[src/rtl/spm_seq_ctrl.sv]
// Sequencer for the serial-parallel multiplier spm: accepts an operand pair, streams the
// multiplier LSB-first (sign-extended to 2*SIZE bits) and deserialises spm_p into a product.
module spm_seq_ctrl #(
   parameter int SIZE  = 32,
   parameter int CNT_W = $clog2(2*SIZE+1)
) (
   input  logic              clk,
   input  logic              rst,
   input  logic              in_valid,
   output logic              in_ready,
   input  logic [SIZE-1:0]   in_a,
   input  logic [SIZE-1:0]   in_b,
   output logic              spm_rst,
   output logic [SIZE-1:0]   spm_x,
   output logic              spm_y,
   input  logic              spm_p,
   output logic              out_valid,
   input  logic              out_ready,
   output logic [2*SIZE-1:0] out_prod,
   output logic              busy
);

   localparam int PW = 2*SIZE;
   localparam logic [CNT_W-1:0] C_SIZE = CNT_W'(SIZE);
   localparam logic [CNT_W-1:0] C_LAST = CNT_W'(PW);

   typedef enum logic [1:0] {S_IDLE, S_CLEAR, S_SHIFT, S_DONE} state_t;

   state_t            r_state;
   state_t            w_next;
   logic [CNT_W-1:0]  r_cnt;
   logic [SIZE-1:0]   r_b_sh;
   logic              r_sign;
   logic [PW-1:0]     r_prod_sh;
   logic [PW-1:0]     r_out_prod;
   logic [SIZE-1:0]   r_spm_x;
   logic              r_spm_rst;
   logic              r_out_valid;
   logic              w_spm_y;
   logic [PW-1:0]     w_prod_nxt;

   assign w_prod_nxt = {spm_p, r_prod_sh[PW-1:1]};

   always_comb begin
      w_next  = r_state;
      w_spm_y = 1'b0;
      case (r_state)
         S_IDLE:  if (in_valid) w_next = S_CLEAR;
         S_CLEAR: w_next = S_SHIFT;
         S_SHIFT: begin
            // Above the operand width the multiplier is its own sign bit.
            w_spm_y = (r_cnt < C_SIZE) ? r_b_sh[0] : r_sign;
            if (r_cnt == C_LAST) w_next = S_DONE;
         end
         S_DONE:  if (out_ready) w_next = S_IDLE;
         default: w_next = S_IDLE;
      endcase
   end

   always_ff @(posedge clk or posedge rst) begin
      if (rst) begin
         r_state     <= S_IDLE;
         r_cnt       <= '0;
         r_b_sh      <= '0;
         r_sign      <= 1'b0;
         r_prod_sh   <= '0;
         r_out_prod  <= '0;
         r_spm_x     <= '0;
         r_spm_rst   <= 1'b1;
         r_out_valid <= 1'b0;
      end else begin
         r_state     <= w_next;
         r_spm_rst   <= (w_next != S_SHIFT);
         r_out_valid <= (w_next == S_DONE);
         case (r_state)
            S_IDLE: begin
               if (in_valid) begin
                  r_spm_x <= in_a;
                  r_b_sh  <= in_b;
                  r_sign  <= in_b[SIZE-1];
               end
            end
            S_CLEAR: begin
               r_cnt     <= '0;
               r_prod_sh <= '0;
            end
            S_SHIFT: begin
               r_b_sh <= {1'b0, r_b_sh[SIZE-1:1]};
               if (r_cnt != C_LAST) r_cnt <= r_cnt + 1'b1;
               // spm registers its output, so the bit seen at count k is product bit k-1.
               if (r_cnt != '0) r_prod_sh <= w_prod_nxt;
               if (r_cnt == C_LAST) r_out_prod <= w_prod_nxt;
            end
            default: ;
         endcase
      end
   end

   assign in_ready  = (r_state == S_IDLE);
   assign busy      = (r_state == S_CLEAR) || (r_state == S_SHIFT);
   assign spm_rst   = r_spm_rst;
   assign spm_x     = r_spm_x;
   assign spm_y     = w_spm_y;
   assign out_valid = r_out_valid;
   assign out_prod  = r_out_prod;

endmodule

[config.mk]
export PLATFORM = sky130hd
export DESIGN_NAME = spm_seq_ctrl
export DESIGN_NICKNAME = d
export VERILOG_FILES = /design/src/rtl/spm_seq_ctrl.sv
export SDC_FILE = /design/constraint.sdc
export NUM_CORES = 1
export LEC_CHECK = 0
export ABC_AREA = 1
export CORE_MARGIN = 8
export CORE_UTILIZATION = 51
export CTS_BUF_LIST = sky130_fd_sc_hd__clkbuf_8 sky130_fd_sc_hd__clkbuf_16
export DETAILED_ROUTE_END_ITERATION = 8
export PLACE_DENSITY_LB_ADDON = 0.05
export SETUP_SLACK_MARGIN = 0.1
export SYNTH_ARGS = -nofsm -noshare
export SYNTH_HDL_FRONTEND = slang
export SYNTH_SLANG_ARGS = --single-unit
[constraint.sdc]
create_clock -name clk -period 9.45 [get_ports clk]
set_clock_uncertainty 0.2 [all_clocks]
set_input_delay 1.4175 -clock clk [delete_from_list [all_inputs] [get_ports clk]]
set_output_delay 1.4175 -clock clk [all_outputs]
set_load 0.03 [all_outputs]
==> flow_summary.yaml, run 1 <==
grt:
  grt_pass1_wl_um: 33400
  grt_overflow: 0
  grt_pass1_vias: 6611
  grt_use_total_pct: 19.5
  grt_max_degree: 131
  antenna_found_initial: 0
synthesis:
  synth.avg_cell_area_um2: 8.71
  yosysWarnings: 0
  synth.ff_latch_count: 203
  synth_nets: 1039
  netlist_area_um2: 8400
  yosys.area.top_type: "dfrtp_1"
  synth_top_area_share_pct: 60.2
  synthCells: 964
  yosys-top-cells-area: "dfrtp_1 60%, nand2_1 18%, nand3_1 7.9%, o211ai_1 2.8%, inv_1 2.4%"
  ys_types: 20
  ys_seq_area_share_pct: 60.5
clock_tree:
  cts_resized: 0
  htreeDepth: 1
  postCtsSetupBuffers: 0
  clock_latency_ns: 0.49
  cts_tree: "yes"
  cts_sinks: 203
  ctsHoldBuffers: 0
  cts_buffers: 21
  clk_transition_reported_paths_ns: 0.06
  cts_root_buffer: "clkbuf_16"
  clockBufferDepth: 3
sta:
  min_period_ns: 4.26
  max-slew-margin-rel_pct: 22.8
  grt_setup_unrepaired: "false"
  fin_ws_ns: 5.19
  setup_viol: 0
  max_freq_mhz: 235
  worst_hold_slack_ns: 0.266
  slew_violations: 0
  hold_violations: 0
  tightest_slew_ns: 1.16
  finalSetupTns_ns: 0
  layout_worst_path_cycle_share_pct: 45.0
floorplanning:
  die_h_um: 144
  die_w_um: 144
  start_util_pct: 51.4
  io_pins: 170
  coreArea_um2: 16300
  die_area_um2: 20800
  fp-row-count: 47
placed_design:
  place_ws_ns: 5.61
  gp_congestion: 0.743
  dp_hpwl_um: 12000
  io_buffers: 169
route:
  dr_total_vias: 6706
  postRouteAntennaNets: 0
  wire_per_inst_um: 14.8
  wirelength_um: 19800
  first_iter_violations: 486
  dr.pass1.iters: 5
  via_per_inst: 5.03
  drc: 0
setup_path:
  timing.rr.end: "out_valid"
  crit_type: "flip-flop to output port"
  r2r-start: "r_state[0]"
  critical_path.endpoint_type: "output port"
  ff2ff_setup_slack_ns: 6.05
  cp_data_required_time_ns: 7.83
  cp.arrival_ns: 2.64
  path_max_fanout: 39
  reg2reg_depth: 8
  setup.worst_path.start: "r_state[0]"
  cp-start-kind: "flip-flop"
final_layout:
  layout_common_cells: "412 x nand2_1, 202 x dfrtp_1, 169 x clkdlybuf4s50_1"
  fillers: 1444
  fin_nets: 1176
  drive_gt1_share_pct: 3.95
  multi_input_area_um2: 2870
  register_area_um2: 5080
  layout_commonest_cell: "nand2_1"
  diodes: 0
  syn2layout_area_growth_pct: 28.8
power_and_ir_drop:
  leakagePower_nw: 5.56
  powerDensity_nw_per_um2: 269
  ir_drop_v: 0.000192
run_status:
  status: "finished, final reports clean"
worst_hold_path:
  min_path_type: "flip-flop to flip-flop"
  hold_depth: 2
  hp-start: "out_prod[38]"
  hold_end: "out_prod[38]"
flow_run:
  drv_cap: 0
[layer usage]
layer	up-vias	share of wire [%]	global-route usage, %	wire [µm]
met4	0	1.6	4.49	308
met2	149	46	31.2	9140
met1	3204	44	25.9	8770
li1	3331	-	-	-
met5	-	0	0	0
met3	22	7.8	5.35	1530
[flip-flops by register name (all words and copies together) (netlist names)]
register   cells
r_b_sh        32
spm_rst        1
r_state        2
r_prod_sh     63
spm_x         32
out_prod      64
out_valid      1
r_sign         1
r_cnt          7
[power by group]
group          leakage (nW)  internal [mW]  switching, mW
clock network         0.337          0.433          0.326
registers              2.71           1.04         0.0787
logic                  2.51          0.329          0.707
[worst max-delay path by stage]
stage / slack, ns / cells past startpoint / to
after detailed placement: 5.61 / 3 / spm_x[19]
after CTS: 5.14 / 5 / spm_y
final: 5.19 / 5 / spm_y
after global routing: 4.97 / 5 / spm_y
after floorplan: 2.30 / 1 / out_prod[0]
after global placement: 5.60 / 3 / out_prod[55]
[area by class of cell]
cell class	count	area share (%)
well taps	220	2.55
clock buffers	25	5.37
multi-input cells	644	26.6
clock inverters	10	0.417
repair buffers	176	16.1
inverters	55	1.98
flip-flops and latches	203	47.0
[stage by stage]
| stage | instance area, µm² | utilization, % | total power, mW | std cells |
|---|---|---|---|---|
| global route | 10800 | 66.1 | 3.10 | 1333 |
| global placement | 10200 | 62.3 | 2.16 | 1298 |
| finish | 10800 | 66.1 | 2.91 | 1333 |
| detailed placement | 10200 | 62.3 | 2.18 | 1298 |
| floorplan | 8400 | - | 1.84 | 964 |
| CTS | 10800 | 66.1 | 2.95 | 1333 |
[synth_stat cells]
cell,count
inv_2,1
buf_1,7
a21oi_1,2
nor2_1,9
o211ai_1,31
nand2_1,413
o21ai_2,2
dfstp_2,1
ha_1,6
buf_2,32
xor2_1,1
inv_1,54
nand4_1,2
clkbuf_1,23
nor3_1,3
dfrtp_1,202
o21ai_0,40
nand3_1,133
a311oi_1,1
o22ai_1,1
[critical path: stages, from the launching register on]
cell	delay [ns]
dfrtp_1	0.42
inv_1	0.14
ha_4	0.41
inv_1	0.18
a311oi_1	0.27
clkdlybuf4s50_1	0.73
[cell families after synthesis]
group	after synthesis	share of synthesized area, %
buffers and inverters	117	5.71
AO/OA/AOI/OAI	77	5.66
XOR/XNOR	1	0.104
flip-flops	203	60.5
AND/OR/NAND/NOR	560	27.1
adder cells (fa/ha/maj)	6	0.894
No activity file was read; power rests on OpenSTA's default activity.
==> run 2, diff against run 1 <==
Clock period 9.45 ns to 4.2 ns, I/O delays scaled along.
==> run 2 against run 1 <==
Against the previous run: sequential power up 130%; global-route usage about the same; highest routed layer unchanged; sequential share of layout area down 0.72 points; sequential cell count unchanged; core utilization up 1.0 points; total power up 130%; worst hold slack better by 0.0015 ns; critical path depth unchanged; largest cell class unchanged; worst setup slack worse by 4.1 ns; wire length up 1.2%; clock power rose to 2.5 times the previous value.
==> flow_summary.yaml, run 2 (synthesized netlist as in run 1, its figures left out) <==
sta:
  layout_worst_path_cycle_share_pct: 74.5
  finalSetupTns_ns: 0
  hold_violations: 0
  slew_violations: 0
  grt_setup_unrepaired: "false"
  tightest_slew_ns: 1.03
  max_freq_mhz: 320
  fin_ws_ns: 1.07
  setup_viol: 0
  min_period_ns: 3.13
  max-slew-margin-rel_pct: 31.1
  worst_hold_slack_ns: 0.268
flow_run:
  drv_cap: 0
route:
  route.met3.wl_um: 1480
  dr.pass1.iters: 6
  dr_total_vias: 6776
  highest_layer: "met4"
  postRouteAntennaNets: 0
  wire_per_inst_um: 14.9
  met2_length_um: 9300
  first_iter_violations: 483
  via_per_inst: 5.05
  drc: 0
  drt-met1-wl_um: 8980
  wirelength_um: 20000
floorplanning:
  die_area_um2: 20800
  io_pins: 170
  fp-row-count: 47
  die_h_um: 144
  coreArea_um2: 16300
  start_util_pct: 51.4
  die_w_um: 144
clock_tree:
  ctsHoldBuffers: 0
  clockBufferDepth: 3
  cts_sinks: 203
  cts_root_buffer: "clkbuf_16"
  htreeDepth: 1
  clk_transition_reported_paths_ns: 0.06
  cts_resized: 0
  cts_buffers: 22
  clock_latency_ns: 0.49
  cts_tree: "yes"
  postCtsSetupBuffers: 0
power_and_ir_drop:
  total_power_mw: 6.75
  p_int_mw: 4.23
  powerDensity_nw_per_um2: 615
  leakagePower_nw: 5.63
  ir_drop_v: 0.000494
  power_frac_seq_pct: 37.3
  comb_power_share_pct: 34.6
  p_sw_mw: 2.53
  power.share.clock_pct: 28.1
  switching_share_pct: 37.4
placed_design:
  gp_congestion: 0.811
  dpl.cell_count: 1303
  placed_area_um2: 10300
  dp_hpwl_um: 12500
  place_ws_ns: 1.22
  io_buffers: 169
setup_path:
  path_buf_inv: 3
  critPathSlowestCell: "clkdlybuf4s50_1"
  cp.arrival_ns: 2.30
  crit_type: "flip-flop to output port"
  path_cells: "inv_1, ha_4, inv_1, a311oi_1, clkdlybuf4s50_1"
  reg2reg_depth: 7
  path_max_fanout: 5
  path_depth: 5
  worstSetupEndpoint: "spm_y"
  cp_data_required_time_ns: 3.37
  slowest_delay_ns: 0.74
  setup.worst_path.start: "r_state[0]"
  cp_top_family: "buffers and inverters"
  timing.rr.end: "r_b_sh[31]"
  r2r-start: "r_state[0]"
  path_common_cell: "inv_1"
  ff2ff_setup_slack_ns: 1.40
  critical_path.endpoint_type: "output port"
  cp-start-kind: "flip-flop"
final_layout:
  layout_commonest_cell: "nand2_1"
  layout_common_cells: "412 x nand2_1, 202 x dfrtp_1, 169 x clkdlybuf4s50_1"
  fin_util_pct: 67.2
  diodes: 0
  syn2layout_area_growth_pct: 30.8
  fin_nets: 1182
  instances_no_fill: 1343
  drive_gt1_share_pct: 4.81
  finalInstanceArea_um2: 11000
  largest_reg_flops: 64
grt:
  antenna_found_initial: 0
  grt_max_degree: 88
  grt_pass1_wl_um: 33200
  grt_use_total_pct: 19.5
  grt_pass1_vias: 6574
  grt_overflow: 0
run_status:
  status: "finished, final reports clean"
worst_hold_path:
  hold_depth: 2
  min_path_type: "flip-flop to flip-flop"
==> run 2: cell count changes in the layout (fill, tap and decap cells not counted) <==
cell	before	now
buf_4	7	9
clkbuf_8	4	5
inv_8	1	0
bufinv_16	0	1
buf_12	0	3
clkbuf_16	21	23
clkinvlp_4	0	2
inv_6	1	0
clkinv_2	2	3
==> run 2: worst register-to-register path: stages (launching register included) <==
cell	delay (ns)
dfrtp_1	0.42
inv_1	0.15
ha_1	0.34
nand2_1	0.19
buf_4	0.28
inv_1	0.75
nand2_1	0.17
o22ai_1	0.21
==> run 2: worst min path at each step <==
stage                 start           end  slack [ns]
4_1_cts        out_prod[38]  out_prod[38]        0.27
5_1_grt         out_prod[7]   out_prod[7]        0.29
2_1_floorplan        r_sign        r_sign        0.25
3_5_place_dp   out_prod[45]  out_prod[45]        0.26
6_report       out_prod[38]  out_prod[38]        0.27
3_3_place_gp   out_prod[25]  out_prod[25]        0.25
==> run 2: layout make-up <==
cell class | instances | area, µm²
clock buffers | 28 | 644
repair buffers | 181 | 1820
well taps | 220 | 275
inverters | 55 | 210
flip-flops and latches | 203 | 5080
multi-input cells | 644 | 2870
clock inverters | 12 | 78.8
fillers | 1359 | 5370
==> run 2: per-layer routing <==
layer / GRT usage (%) / up-vias
li1: - / 3350
met4: 4.49 / 0
met5: 0 / -
met3: 4.72 / 17
met1: 27.1 / 3236
met2: 30.2 / 173
==> run 2: power groups by stage <==
stage	sequential [mW]	clock [mW]	combinational (mW)
after floorplan	2.81	0	1.34
after global placement	2.54	0	2.33
after detailed placement	2.54	0	2.35
after CTS	2.52	1.94	2.36
after global routing	2.56	2.01	2.61
final	2.52	1.90	2.34
